**src/rtl/line_buf_reader_if.sv**
```systemverilog
// Pixel stream from the line buffer reader to the display.
// Master drives pixel and markers, slave drives ready.
interface line_buf_reader_if #(
  parameter int DATA_W = 16
);
  logic [DATA_W-1:0] pix_data;
  logic              pix_valid;
  logic              pix_ready;
  logic              pix_eol;
  logic              pix_eoh;

  modport master (
    output pix_data, pix_valid, pix_eol, pix_eoh,
    input  pix_ready
  );

  modport slave (
    input  pix_data, pix_valid, pix_eol, pix_eoh,
    output pix_ready
  );
endinterface

```
**src/rtl/line_buf_reader.sv**
```systemverilog
// Ping-pong line buffer reader: streams a filled half
// to the display and hands it back to the writer.
module line_buf_reader #(
  parameter int PIX_PER_LINE   = 240,
  parameter int LINES_PER_HALF = 4,
  parameter int ADDR_W         = 12,
  parameter int DATA_W         = 16
) (
  input  logic              clk,
  input  logic              rst_n,
  input  logic [1:0]        half_ready,
  output logic [1:0]        half_done,
  output logic [ADDR_W-1:0] ram_raddr,
  output logic              ram_rd_en,
  input  logic [DATA_W-1:0] ram_rdata,
  line_buf_reader_if.master pix,
  output logic              busy,
  output logic              ovf_err
);

  localparam int HALF_WORDS = PIX_PER_LINE * LINES_PER_HALF;
  localparam int CNT_W  = $clog2(HALF_WORDS + 1);
  localparam int COL_W  = $clog2(PIX_PER_LINE);
  localparam int LINE_W = (LINES_PER_HALF > 1) ?
                          $clog2(LINES_PER_HALF) : 1;

  typedef enum logic [1:0] {
    IDLE,
    STREAM,
    DRAIN,
    DONE
  } state_t;

  state_t            state;
  logic              next_half;
  logic [1:0]        pend;
  logic [ADDR_W-1:0] rd_ptr;
  logic [ADDR_W-1:0] last_addr;
  logic [CNT_W-1:0]  rd_cnt;
  logic              inflight;
  logic [1:0]        fcnt;
  logic [DATA_W-1:0] q0;
  logic [DATA_W-1:0] q1;
  logic [COL_W-1:0]  col;
  logic [LINE_W-1:0] line;

  logic              pop;
  logic              issue;
  logic              start;
  logic [1:0]        clr;
  logic [2:0]        occ;
  logic [ADDR_W-1:0] base;

  assign pix.pix_valid = (fcnt != 2'd0);
  assign pix.pix_data  = q0;
  assign pix.pix_eol   = pix.pix_valid &
                         (col == COL_W'(PIX_PER_LINE - 1));
  assign pix.pix_eoh   = pix.pix_eol &
                         (line == LINE_W'(LINES_PER_HALF - 1));

  assign pop   = pix.pix_valid & pix.pix_ready;
  // occupancy the FIFO will see once in-flight data lands
  assign occ   = {1'b0, fcnt} + {2'b0, inflight} - {2'b0, pop};
  assign issue = (state == STREAM) & (occ < 3'd2);

  assign ram_rd_en = issue;
  assign ram_raddr = issue ? rd_ptr : last_addr;

  assign base  = next_half ? ADDR_W'(HALF_WORDS) : '0;
  assign start = (state == IDLE) & pend[next_half];
  assign clr   = start ? (next_half ? 2'b10 : 2'b01) : 2'b00;
  assign busy  = (state != IDLE);

  // pending halves; a new announce beats the start-clear
  always_ff @(posedge clk or negedge rst_n) begin
    if (!rst_n) begin
      pend    <= '0;
      ovf_err <= 1'b0;
    end else begin
      pend    <= (pend & ~clr) | half_ready;
      ovf_err <= ovf_err | (|(half_ready & pend));
    end
  end

  // half sequencing and read address generation
  always_ff @(posedge clk or negedge rst_n) begin
    if (!rst_n) begin
      state     <= IDLE;
      next_half <= 1'b0;
      rd_ptr    <= '0;
      last_addr <= '0;
      rd_cnt    <= '0;
      half_done <= '0;
    end else begin
      half_done <= '0;
      case (state)
        IDLE: begin
          if (start) begin
            state  <= STREAM;
            rd_ptr <= base;
            rd_cnt <= '0;
          end
        end
        STREAM: begin
          if (issue) begin
            last_addr <= rd_ptr;
            rd_ptr    <= rd_ptr + 1'b1;
            rd_cnt    <= rd_cnt + 1'b1;
            if (rd_cnt == CNT_W'(HALF_WORDS - 1))
              state <= DRAIN;
          end
        end
        DRAIN: begin
          if (!inflight &&
              (fcnt == 2'd0 || (fcnt == 2'd1 && pop))) begin
            state     <= DONE;
            half_done <= next_half ? 2'b10 : 2'b01;
          end
        end
        DONE: begin
          next_half <= ~next_half;
          state     <= IDLE;
        end
        default: state <= IDLE;
      endcase
    end
  end

  // 2-entry output FIFO, head entry drives the pixel bus
  always_ff @(posedge clk or negedge rst_n) begin
    if (!rst_n) begin
      inflight <= 1'b0;
      fcnt     <= '0;
      q0       <= '0;
      q1       <= '0;
    end else begin
      inflight <= issue;
      case ({inflight, pop})
        2'b10: begin
          if (fcnt == 2'd0) q0 <= ram_rdata;
          else              q1 <= ram_rdata;
          fcnt <= fcnt + 2'd1;
        end
        2'b01: begin
          q0   <= q1;
          fcnt <= fcnt - 2'd1;
        end
        2'b11: begin
          if (fcnt == 2'd1) begin
            q0 <= ram_rdata;
          end else begin
            q0 <= q1;
            q1 <= ram_rdata;
          end
        end
        default: ;
      endcase
    end
  end

  // column/line position of the head pixel
  always_ff @(posedge clk or negedge rst_n) begin
    if (!rst_n) begin
      col  <= '0;
      line <= '0;
    end else if (state == DONE) begin
      col  <= '0;
      line <= '0;
    end else if (pop) begin
      if (col == COL_W'(PIX_PER_LINE - 1)) begin
        col  <= '0;
        line <= (line == LINE_W'(LINES_PER_HALF - 1)) ?
                '0 : line + 1'b1;
      end else begin
        col <= col + 1'b1;
      end
    end
  end

endmodule

```
**src/flat_wrapper.sv**
```systemverilog
// flat-port wrapper written by rule: the top's interface ports become plain ports
module line_buf_reader_flat 
#(
  parameter int PIX_PER_LINE   = 240,
  parameter int LINES_PER_HALF = 4,
  parameter int ADDR_W         = 12,
  parameter int DATA_W         = 16
)
  (clk, rst_n, half_ready, half_done, ram_raddr, ram_rd_en, ram_rdata, busy, ovf_err, pix_pix_data, pix_pix_valid, pix_pix_eol, pix_pix_eoh, pix_pix_ready);
  line_buf_reader_if #(.DATA_W(DATA_W)) pix_i ();
  input  logic clk;
  input  logic rst_n;
  input  logic [1:0] half_ready;
  output logic [1:0] half_done;
  output logic [ADDR_W-1:0] ram_raddr;
  output logic ram_rd_en;
  input  logic [DATA_W-1:0] ram_rdata;
  output logic busy;
  output logic ovf_err;
  output wire logic [$bits(pix_i.pix_data)-1:0] pix_pix_data;
  output wire logic [$bits(pix_i.pix_valid)-1:0] pix_pix_valid;
  output wire logic [$bits(pix_i.pix_eol)-1:0] pix_pix_eol;
  output wire logic [$bits(pix_i.pix_eoh)-1:0] pix_pix_eoh;
  input wire logic [$bits(pix_i.pix_ready)-1:0] pix_pix_ready;
  assign pix_pix_data = pix_i.pix_data;
  assign pix_pix_valid = pix_i.pix_valid;
  assign pix_pix_eol = pix_i.pix_eol;
  assign pix_pix_eoh = pix_i.pix_eoh;
  assign pix_i.pix_ready = pix_pix_ready;
  line_buf_reader #(.PIX_PER_LINE(PIX_PER_LINE), .LINES_PER_HALF(LINES_PER_HALF), .ADDR_W(ADDR_W), .DATA_W(DATA_W)) u_core (.clk(clk), .rst_n(rst_n), .half_ready(half_ready), .half_done(half_done), .ram_raddr(ram_raddr), .ram_rd_en(ram_rd_en), .ram_rdata(ram_rdata), .pix(pix_i), .busy(busy), .ovf_err(ovf_err));
endmodule
```
**config.mk**
```make
export PLATFORM = sky130hd
export DESIGN_NAME = line_buf_reader_flat
export DESIGN_NICKNAME = d
export VERILOG_FILES = /design/src/rtl/line_buf_reader_if.sv /design/src/rtl/line_buf_reader.sv /design/src/flat_wrapper.sv
export SDC_FILE = /design/constraint.sdc
export NUM_CORES = 1
export LEC_CHECK = 0
export CAP_MARGIN = 40
export CORE_UTILIZATION = 50
export DETAILED_ROUTE_END_ITERATION = 10
export HOLD_SLACK_MARGIN = 0.06
export PLACE_DENSITY = 0.86
export SYNTH_ARGS = -nofsm -noshare
export SYNTH_HDL_FRONTEND = slang
export SYNTH_SLANG_ARGS = --single-unit
```
**constraint.sdc**
```tcl
create_clock -name clk -period 5.95 [get_ports clk]
set_clock_uncertainty 0.1 [all_clocks]
set_input_delay 1.4875 -clock clk [delete_from_list [all_inputs] [get_ports clk]]
set_output_delay 1.4875 -clock clk [all_outputs]
set_load 0.03 [all_outputs]
```
==> impl_metrics.tcl, run 1 <==
set metrics [dict create \
    cp_data_required_time_ns 4.36 \
    relSlewSlack_pct 43.92 \
    arrival_ns 4.22 \
    startpoint_type "primary input" \
    hold-worst-slack_ns 0.3870 \
    final_antenna_net_count 0 \
    clockRootBuffer "clkbuf_8" \
    tritoncts "built" \
    dieArea_mm2 0.008853 \
    ios 57 \
    wl_per_cell_um 14.92 \
    synthMuxAreaShare_pct 15.40 \
    cts_sinks 87 \
    synth_edf_count 0 \
    ys_ff_latch 87 \
    synth_area_mm2 0.004240 \
    gp_congestion 0.7942 \
    r2r-start "u_core.fcnt[1]$_DFFE_PN0N_" \
    coreArea_mm2 0.008217 \
    grt_pass1_vias 3086 \
    critPathMaxStageDelay_ns 0.49 \
    synth_top_cells_by_count "dfrtp_1 (87), nand2_1 (46), mux2_2 (42), o21ai_0 (26), nor2_1 (22)" \
    hold-path-cell-count 2 \
    avgSynthCellArea_um2 10.96 \
    synth_xor_area_share_pct 3.098 \
    max_freq_ghz 0.1721 \
    worst_skew_pair.late_latency_ns 0.35 \
    post-dp-hpwl_mm 5.819 \
    grt_usage_pct 20.34 \
    first_iter_violations 200 \
    worst_slew_pin_slew_ns 0.8403 \
    io_buffers 56 \
    htree_levels 3 \
    num_antenna_cells 0 \
    setup_viol 0 \
    final_cells 561 \
    final_util_pct 63.44 \
    fp.dieW_um 94.09 \
    drt_first_pass_iters 5 \
    drive_gt1_share_pct 21.93 \
    synth_top_area_cell "dfrtp_1" \
    path_buf_inv 4 \
    async_flop_share_pct 100.0 \
    antenna_found_initial 0 \
    path_cells "clkdlybuf4s50_1, nor2b_4, inv_1, ha_1, nand2b_1, fa_2, xnor2_2, and3_1, buf_12, mux2_2, clkdlybuf4s15_2" \
    reg2reg_slack_ns 2.34 \
    gr-total-overflow 0 \
    die_y_um 94.09 \
    power_density_mw_per_mm2 581.5 \
    status "finished, final reports clean" \
    leakage_nw 2.342 \
    synth_ff_type "dfrtp_1" \
    worstSetupEndpointType "output pin" \
    synth-simple-area-share_pct 15.40 \
    slew_viol_final 0 \
    finalCriticalPeriod_ns 5.810 \
    ff2ff_path_depth 13 \
    wirelength_mm 8.372 \
    row_count 33 \
    cp_max_fo 20 \
    period_share_pct 97.64 \
    start_util_pct 51.61 \
    holdCritPathClass "flop to flop" \
    fin_nets 484 \
    synthToLayoutAreaGrowth_pct 22.93 \
    drc_errors 0 \
    seq_area_frac_synth_pct 51.34 \
    ir_drop_uv 422.1 \
    clkTransAtPathRegs_ns 0.09 \
    min_from "u_core.pix.pix_data[11]$_DFFE_PN0P_" \
    clockBufferDepth 2 \
    dp_cells 544 \
    synth-compound-area-share_pct 8.055 \
    cts_buffers 9 \
    max_cap_violations 0 \
    grt_pass1_wl_mm 14.06 \
    via_per_inst 5.524 \
    synthTopCellsByArea "dfrtp_1 (51%), mux2_2 (11%), mux2i_1 (4.2%), nand2_1 (4.1%), ha_1 (3.2%)" \
    finalPower_w 0.003031 \
    synth_nets 420 \
    preCtsSetupSlack_ns -0.3009 \
    slowest_stage "clkdlybuf4s50_1" \
    netlist_instances 387 \
    grt_max_degree 47 \
    reg2reg_to "u_core.rd_ptr[11]$_DFFE_PN0P_" \
    ys_types 47 \
    synth-warning-count 0 \
    synth_top_family_by_area "multiplexers" \
    hold_viol 0 \
    via_count 3099 \
    path_delay_family "buffers and inverters" \
    final.setup.worst_slack_ns 0.1403 \
    synth_most_common_cell "dfrtp_1" \
    synth_top_area_share_pct 51.34 \
    path_class "primary input to output pin" \
    synthAdderAreaFrac_pct 3.718 \
    holdPathEnd "u_core.pix.pix_data[11]$_DFFE_PN0P_" \
]
## power by group
part	total (W)	leakage (nW)	internal, W	switching [W]
registers	0.000984	1.03	0.000813	0.000171
logic	0.00161	1.20	0.000749	0.000860
clock network	0.000438	0.111	0.000221	0.000217
total	0.00303	2.34	0.00178	0.00125
## logic make-up after synthesis
family,Yosys count
DFF,87
AOI/OAI and AO/OA,57
xor gates and xnor gates,15
adders and majority gates,12
muxes,60
and+or+nand+nor,128
buffers and inverters,28
## worst max-delay path by stage
| stage | startpoint | endpoint | slack, ns | cells after the start |
|---|---|---|---|---|
| after floorplan | pix_pix_ready | ram_raddr[10] | 0.42 | 10 |
| after global placement | pix_pix_ready | ram_raddr[5] | -0.20 | 11 |
| after CTS | pix_pix_ready | ram_raddr[7] | 0.0008 | 11 |
| after detailed placement | pix_pix_ready | ram_raddr[2] | -0.30 | 11 |
| final | pix_pix_ready | ram_raddr[9] | 0.14 | 11 |
| after global routing | pix_pix_ready | ram_raddr[9] | -0.003 | 11 |
## timing repair
item,4_1_cts,5_1_grt
gates resized for setup,36,2
setup buffers,0,1
hold buffers,0,0
setup endpoints to repair,12,12
pin swaps,0,1
## layout by cell type, fill, tap and decap left out, types with 3 or more instances in the layout
cell type        netlist  layout
inv_1                 12      12
dfrtp_1               87      87
nor3_1                 7       7
nor2_1                22      22
xor2_1                11      11
xnor2_1                4       3
a21oi_1               14      13
nand3_1               14      14
nand4_1                3       3
and3_1                 9       9
ha_1                  11      11
a31oi_1                3       3
nand2_2                3       3
nand2_1               46      46
mux2_2                42      42
clkdlybuf4s15_2        0      11
mux2i_1               18      18
clkbuf_8               0      11
clkdlybuf4s50_1        0      42
o21ai_0               26      26
inv_6                  0       3
a21o_1                 3       3
buf_4                  4      11
## state kept, by name (all words and copies together), names as in the netlist, 8 cells and up
signal and flops:
u_core.col 8, u_core.last_addr 12, u_core.pix.pix_data 16, u_core.q1 16
u_core.rd_cnt 10, u_core.rd_ptr 12
## area by class of cell
| class | instances | area, um^2 |
|---|---|---|
| clock buffer | 11 | 151.4 |
| timing repair buffer | 69 | 695.7 |
| inverter | 12 | 45.04 |
| tap | 105 | 131.4 |
| clock inverter | 5 | 61.31 |
| sequential | 87 | 2177 |
| multi-input combinational | 272 | 1951 |
| fill | 601 | 3004 |
## worst register-to-register path, cell delays in order, from the launching register on
cell and delay (ns):
dfrtp_1 0.46, inv_1 0.10, ha_1 0.31, nor2b_4 0.15, inv_1 0.06, ha_1 0.30, nand2b_1 0.18, fa_2 0.37
xnor2_2 0.17, buf_4 0.13, a31o_2 0.31, nand2_2 0.27, or4b_1 0.56, nand3_1 0.09
## per-stage QoR
| stage | area (um^2) | setup TNS [ns] |
|---|---|---|
| CTS | 5207 | 0 |
| global route | 5213 | -0.005844 |
| global placement | 4930 | -2.299 |
| detailed placement | 4974 | -3.394 |
| floorplan | 4240 | 0 |
| finish | 5213 | 0 |
## layer usage
metal,part of all wire [%],GRT usage (%),vias up
met5,0,0,-
met4,2.1,8.333,0
met3,3.1,3.317,18
met2,51,33.82,71
met1,44,26.36,1529
li1,-,-,1481
No activity file was read; power rests on OpenSTA's default activity.
==> inputs of run 2 (changes only) <==
MAX_ROUTING_LAYER = met4   (was unset)
==> run 2 against run 1 <==
  * Via count down 0.23%
  * Largest power group unchanged
  * Total power about the same
  * Register-to-register slack about the same
==> impl_metrics.tcl, run 2 (synthesis results as in run 1) <==
set metrics [dict create \
    status "finished, final reports clean" \
    hold-path-cell-count 2 \
    setup_viol 0 \
    drc_errors 0 \
    path_cells "clkdlybuf4s50_1, nor2b_4, inv_1, ha_1, nand2b_1, fa_2, xnor2_2, and3_1, buf_12, mux2_2, clkdlybuf4s15_2" \
    ir_drop_uv 423.1 \
    num_antenna_cells 0 \
    synthToLayoutAreaGrowth_pct 22.93 \
    ff2ff_path_depth 13 \
    dp_cells 544 \
    slew_viol_final 0 \
    arrival_ns 4.22 \
    cp_data_required_time_ns 4.36 \
    min_from "u_core.pix.pix_data[11]$_DFFE_PN0P_" \
    final_cells 561 \
    max_freq_ghz 0.1722 \
    dieArea_mm2 0.008853 \
    grt_max_degree 47 \
    leakage_nw 2.342 \
    r2r-start "u_core.fcnt[1]$_DFFE_PN0N_" \
    tritoncts "built" \
    worst_slew_pin_slew_ns 0.8553 \
    via_per_inst 5.512 \
    htree_levels 3 \
    ios 57 \
    power_density_mw_per_mm2 581.8 \
    grt_usage_pct 20.91 \
    wl_per_cell_um 14.97 \
    reg2reg_to "u_core.rd_ptr[11]$_DFFE_PN0P_" \
    holdCritPathClass "flop to flop" \
    drt_first_pass_iters 4 \
    drive_gt1_share_pct 21.93 \
    holdPathEnd "u_core.pix.pix_data[11]$_DFFE_PN0P_" \
    grt_pass1_wl_mm 14.05 \
    relSlewSlack_pct 42.92 \
    holdBufCountCts 0 \
    fin_nets 484 \
    worst_skew_pair.late_latency_ns 0.35 \
    period_share_pct 97.60 \
    coreArea_mm2 0.008217 \
    hold_viol 0 \
    first_iter_violations 189 \
    antenna_found_initial 0 \
    path_class "primary input to output pin" \
    startpoint_type "primary input" \
    clkTransAtPathRegs_ns 0.09 \
    slowest_stage "clkdlybuf4s50_1" \
    start_util_pct 51.61 \
    die_y_um 94.09 \
    max_cap_violations 0 \
    row_count 33 \
    gp_congestion 0.8055 \
    clockRootBuffer "clkbuf_8" \
    cp_max_fo 20 \
    finalPower_w 0.003033 \
    finalCriticalPeriod_ns 5.807 \
    fp.dieW_um 94.09 \
    grt_pass1_vias 3086 \
    clockBufferDepth 2 \
    worstSetupEndpointType "output pin" \
    cts_sinks 87 \
    via_count 3092 \
    cts_buffers 9 \
    critPathMaxStageDelay_ns 0.49 \
    reg2reg_slack_ns 2.35 \
    final_cell_mix "dfrtp_1 (87), nand2_1 (46), mux2_2 (42), clkdlybuf4s50_1 (42), o21ai_0 (26)" \
    post-dp-hpwl_mm 5.819 \
    fillCellCount 601 \
    final_antenna_net_count 0 \
    io_buffers 56 \
    mostFrequentLayoutCell "dfrtp_1" \
    wirelength_mm 8.399 \
    gr-total-overflow 0 \
]
run 2: layout make-up:
| type | instances | area (um^2) | area share (%) |
|---|---|---|---|
| inverters | 12 | 45.04 | 0.8641 |
| flip-flops and latches | 87 | 2177 | 41.77 |
| well taps | 105 | 131.4 | 2.520 |
| multi-input cells | 272 | 1951 | 37.42 |
| repair buffers | 69 | 695.7 | 13.35 |
| clock buffers | 11 | 151.4 | 2.904 |
| clock inverters | 5 | 61.31 | 1.176 |
run 2: per-layer routing:
| metal | up-vias | wire (um) | track usage [%] |
|---|---|---|---|
| met4 | 0 | 178 | 8.333 |
| li1 | 1480 | - | - |
| met2 | 64 | 4269 | 33.82 |
| met5 | - | 0 | - |
| met3 | 17 | 262 | 3.317 |
| met1 | 1531 | 3689 | 26.36 |
run 2: report_power, final:
group	total (W)	leakage, nW	internal [W]	switching (W)
clock network	0.000439	0.111	0.000221	0.000218
registers	0.000985	1.03	0.000813	0.000172
logic	0.00161	1.20	0.000749	0.000859
run 2: how the worst max path moves through the flow:
stage,from,end,slack (ns),depth (start not counted)
global placement,pix_pix_ready,ram_raddr[5],-0.20,11
floorplan,pix_pix_ready,ram_raddr[10],0.42,10
global route,pix_pix_ready,ram_raddr[9],-0.003,11
detailed placement,pix_pix_ready,ram_raddr[2],-0.30,11
CTS,pix_pix_ready,ram_raddr[7],0.0008,11
finish,pix_pix_ready,ram_raddr[9],0.14,11
run 2: worst max-delay path: cells and delay by family:
family / cells / cell delay (ns)
buffers and inverters: 4 / 1.00
adder cells (fa/ha/maj): 2 / 0.66
AND/OR/NAND/NOR: 3 / 0.55
multiplexers: 1 / 0.35
XOR/XNOR: 1 / 0.17
run 2: timing repair:
item	CTS	global route
pin swaps	0	1
buffers inserted	0	1
setup endpoints to repair	12	12
gates resized for setup	36	2
run 2: per-stage QoR:
step	setup slack [ns]	util [%]	setup TNS [ns]	hold slack, ns	instance area [um^2]
after floorplan	0.4199	-	0	0.3725	4240
after global placement	-0.1950	60.00	-2.299	0.3617	4930
after detailed placement	-0.3009	60.53	-3.394	0.3717	4974
after CTS	0.0008220	63.38	0	0.3914	5207
after global routing	-0.003197	63.44	-0.005844	0.4181	5213
final	0.1428	63.44	0	0.3876	5213
==> inputs of run 3 (changes only) <==
PLACE_DENSITY = 0.79   (was 0.86)
==> run 3 against run 2 <==
  * Via count barely moved
  * Flip-flop and latch count unchanged
  * Combinational power about the same
  * Setup slack improved by 0.054 ns
  * Critical endpoint is now ram_raddr[5]
  * Largest power group unchanged
  * Sequential share of layout area rose by 0.30 points
==> impl_metrics.tcl, run 3 (synthesis results as in run 1) <==
set metrics [dict create \
    io_buffers 56 \
    hold-worst-slack_ns 0.3837 \
    worstSetupEndpointType "output pin" \
    via_count 3095 \
    fp.dieW_um 94.09 \
    startpoint_type "primary input" \
    dr_wl_met2_mm 4.346 \
    relSlewSlack_pct 44.23 \
    hold_viol 0 \
    gp_congestion 0.7553 \
    ir_drop_uv 342.1 \
    final_cell_mix "dfrtp_1 (87), nand2_1 (46), mux2_2 (42), clkdlybuf4s50_1 (42), o21ai_0 (26)" \
    clockBufferDepth 2 \
    cp_max_fo 20 \
    final_cells 564 \
    p_seq_share_pct 32.2 \
    clkTransAtPathRegs_ns 0.08 \
    worst_skew_pair.late_latency_ns 0.36 \
    leakage_nw 2.347 \
    status "finished, final reports clean" \
    met3_length_um 257 \
    holdBufCountCts 0 \
    cp_data_required_time_ns 4.36 \
    pwr-share-comb_pct 52.4 \
    wirelength_mm 8.406 \
    grt_pass1_vias 3087 \
    tritoncts "built" \
    row_count 33 \
    final_antenna_net_count 0 \
    grt_max_degree 65 \
    wl_met1_mm 3.660 \
    setup_viol 0 \
    grt_pass1_wl_mm 14.12 \
    antenna_found_initial 0 \
    worst_slew_pin_slew_ns 0.8356 \
    grt_usage_pct 21.17 \
    period_share_pct 96.69 \
    clkPwrFrac_pct 15.3 \
    mostFrequentLayoutCell "dfrtp_1" \
    p_switching_w 0.001248 \
    cts_buffers 9 \
    coreArea_mm2 0.008217 \
    first_iter_violations 116 \
    reg2reg_slack_ns 2.31 \
    start_util_pct 51.61 \
    finalCriticalPeriod_ns 5.753 \
    num_antenna_cells 0 \
    power_density_mw_per_mm2 588.8 \
    cts_sinks 87 \
    htree_levels 3 \
    dp_cells 548 \
    wl_per_cell_um 14.90 \
    die_y_um 94.09 \
    drc_errors 0 \
    clockRootBuffer "clkbuf_8" \
    intPower_w 0.001799 \
    fin_nets 487 \
    max_cap_violations 0 \
    holdCritPathClass "flop to flop" \
    post-dp-hpwl_mm 5.840 \
    postCtsSetupBuffers 0 \
    synthToLayoutAreaGrowth_pct 22.04 \
    rsz0062_at_grt "false" \
    path_class "primary input to output pin" \
    sw_frac_of_total_pct 40.95 \
    gr-total-overflow 0 \
    dieArea_mm2 0.008853 \
    drive_gt1_share_pct 22.00 \
    via_per_inst 5.488 \
    finalPower_w 0.003047 \
    ios 57 \
    slew_viol_final 0 \
    drt_first_pass_iters 4 \
    max_freq_ghz 0.1738 \
    arrival_ns 4.17 \
    highest_layer "met4" \
]
-- run 3: cell type report --
| class | instances | area, um^2 |
|---|---|---|
| Timing Repair Buffer | 72 | 649.4 |
| Clock inverter | 6 | 93.84 |
| Fill cell | 655 | 3042 |
| Sequential cell | 87 | 2177 |
| Inverter | 12 | 45.04 |
| Multi-Input combinational cell | 272 | 1941 |
| Tap cell | 105 | 131.4 |
| Clock buffer | 10 | 137.6 |
-- run 3: repair_timing --
| item | 4_1_cts | 5_1_grt |
|---|---|---|
| pin swaps | 0 | 0 |
| gates cloned | 0 | 0 |
| resized for setup | 12 | 24 |
| setup endpoints to repair | 12 | 12 |
-- run 3: metrics by stage --
step / TNS [ns] / worst slack (ns) / area, um^2 / utilization [%]
after floorplan: 0 / 0.4199 / 4240 / -
after global placement: -1.614 / -0.1370 / 4960 / 60.36
after detailed placement: -2.419 / -0.2115 / 5004 / 60.90
after CTS: 0 / 0.008907 / 5220 / 63.53
after global routing: 0 / 0.08622 / 5175 / 62.98
final: 0 / 0.1970 / 5175 / 62.98
-- run 3: worst paths after layout --
check | from | endpoint | cells after the start
worst min-delay path | u_core.pix.pix_data[14]$_DFFE_PN0P_ | u_core.pix.pix_data[14]$_DFFE_PN0P_ | 2
worst min register to register | u_core.pix.pix_data[14]$_DFFE_PN0P_ | u_core.pix.pix_data[14]$_DFFE_PN0P_ | 2
worst max-delay path | pix_pix_ready | ram_raddr[5] | 11
min in group asynchronous | rst_n | u_core.rd_cnt[7]$_DFFE_PN0P_ | 1
max in group asynchronous | rst_n | u_core.q1[1]$_DFFE_PN0P_ | 2
worst max register to register | u_core.fcnt[1]$_DFFE_PN0N_ | u_core.rd_ptr[11]$_DFFE_PN0P_ | 13
-- run 3: power by group through the flow --
stage	Combinational (W)	Clock [W]	Sequential [W]
floorplan	0.00101	0	0.00105
finish	0.00160	0.000467	0.000982
global placement	0.00160	0	0.000976
global route	0.00174	0.000497	0.00101
detailed placement	0.00166	0	0.000990
CTS	0.00163	0.000478	0.000981
-- run 3: per-layer routing --
layer / vias to the layer above / global-route usage, %
met2: 47 / 34.98
met4: 0 / 7.564
met1: 1546 / 25.13
met3: 13 / 5.340
met5: - / -
li1: 1489 / -
-- run 3: worst max-delay path: stages --
cell	delay, ns
clkdlybuf4s50_1	0.48
nor2b_4	0.15
inv_1	0.06
ha_1	0.30
nand2b_1	0.17
fa_1	0.38
xnor2_1	0.20
and3_1	0.23
buf_12	0.18
mux2_2	0.34
clkbuf_2	0.18
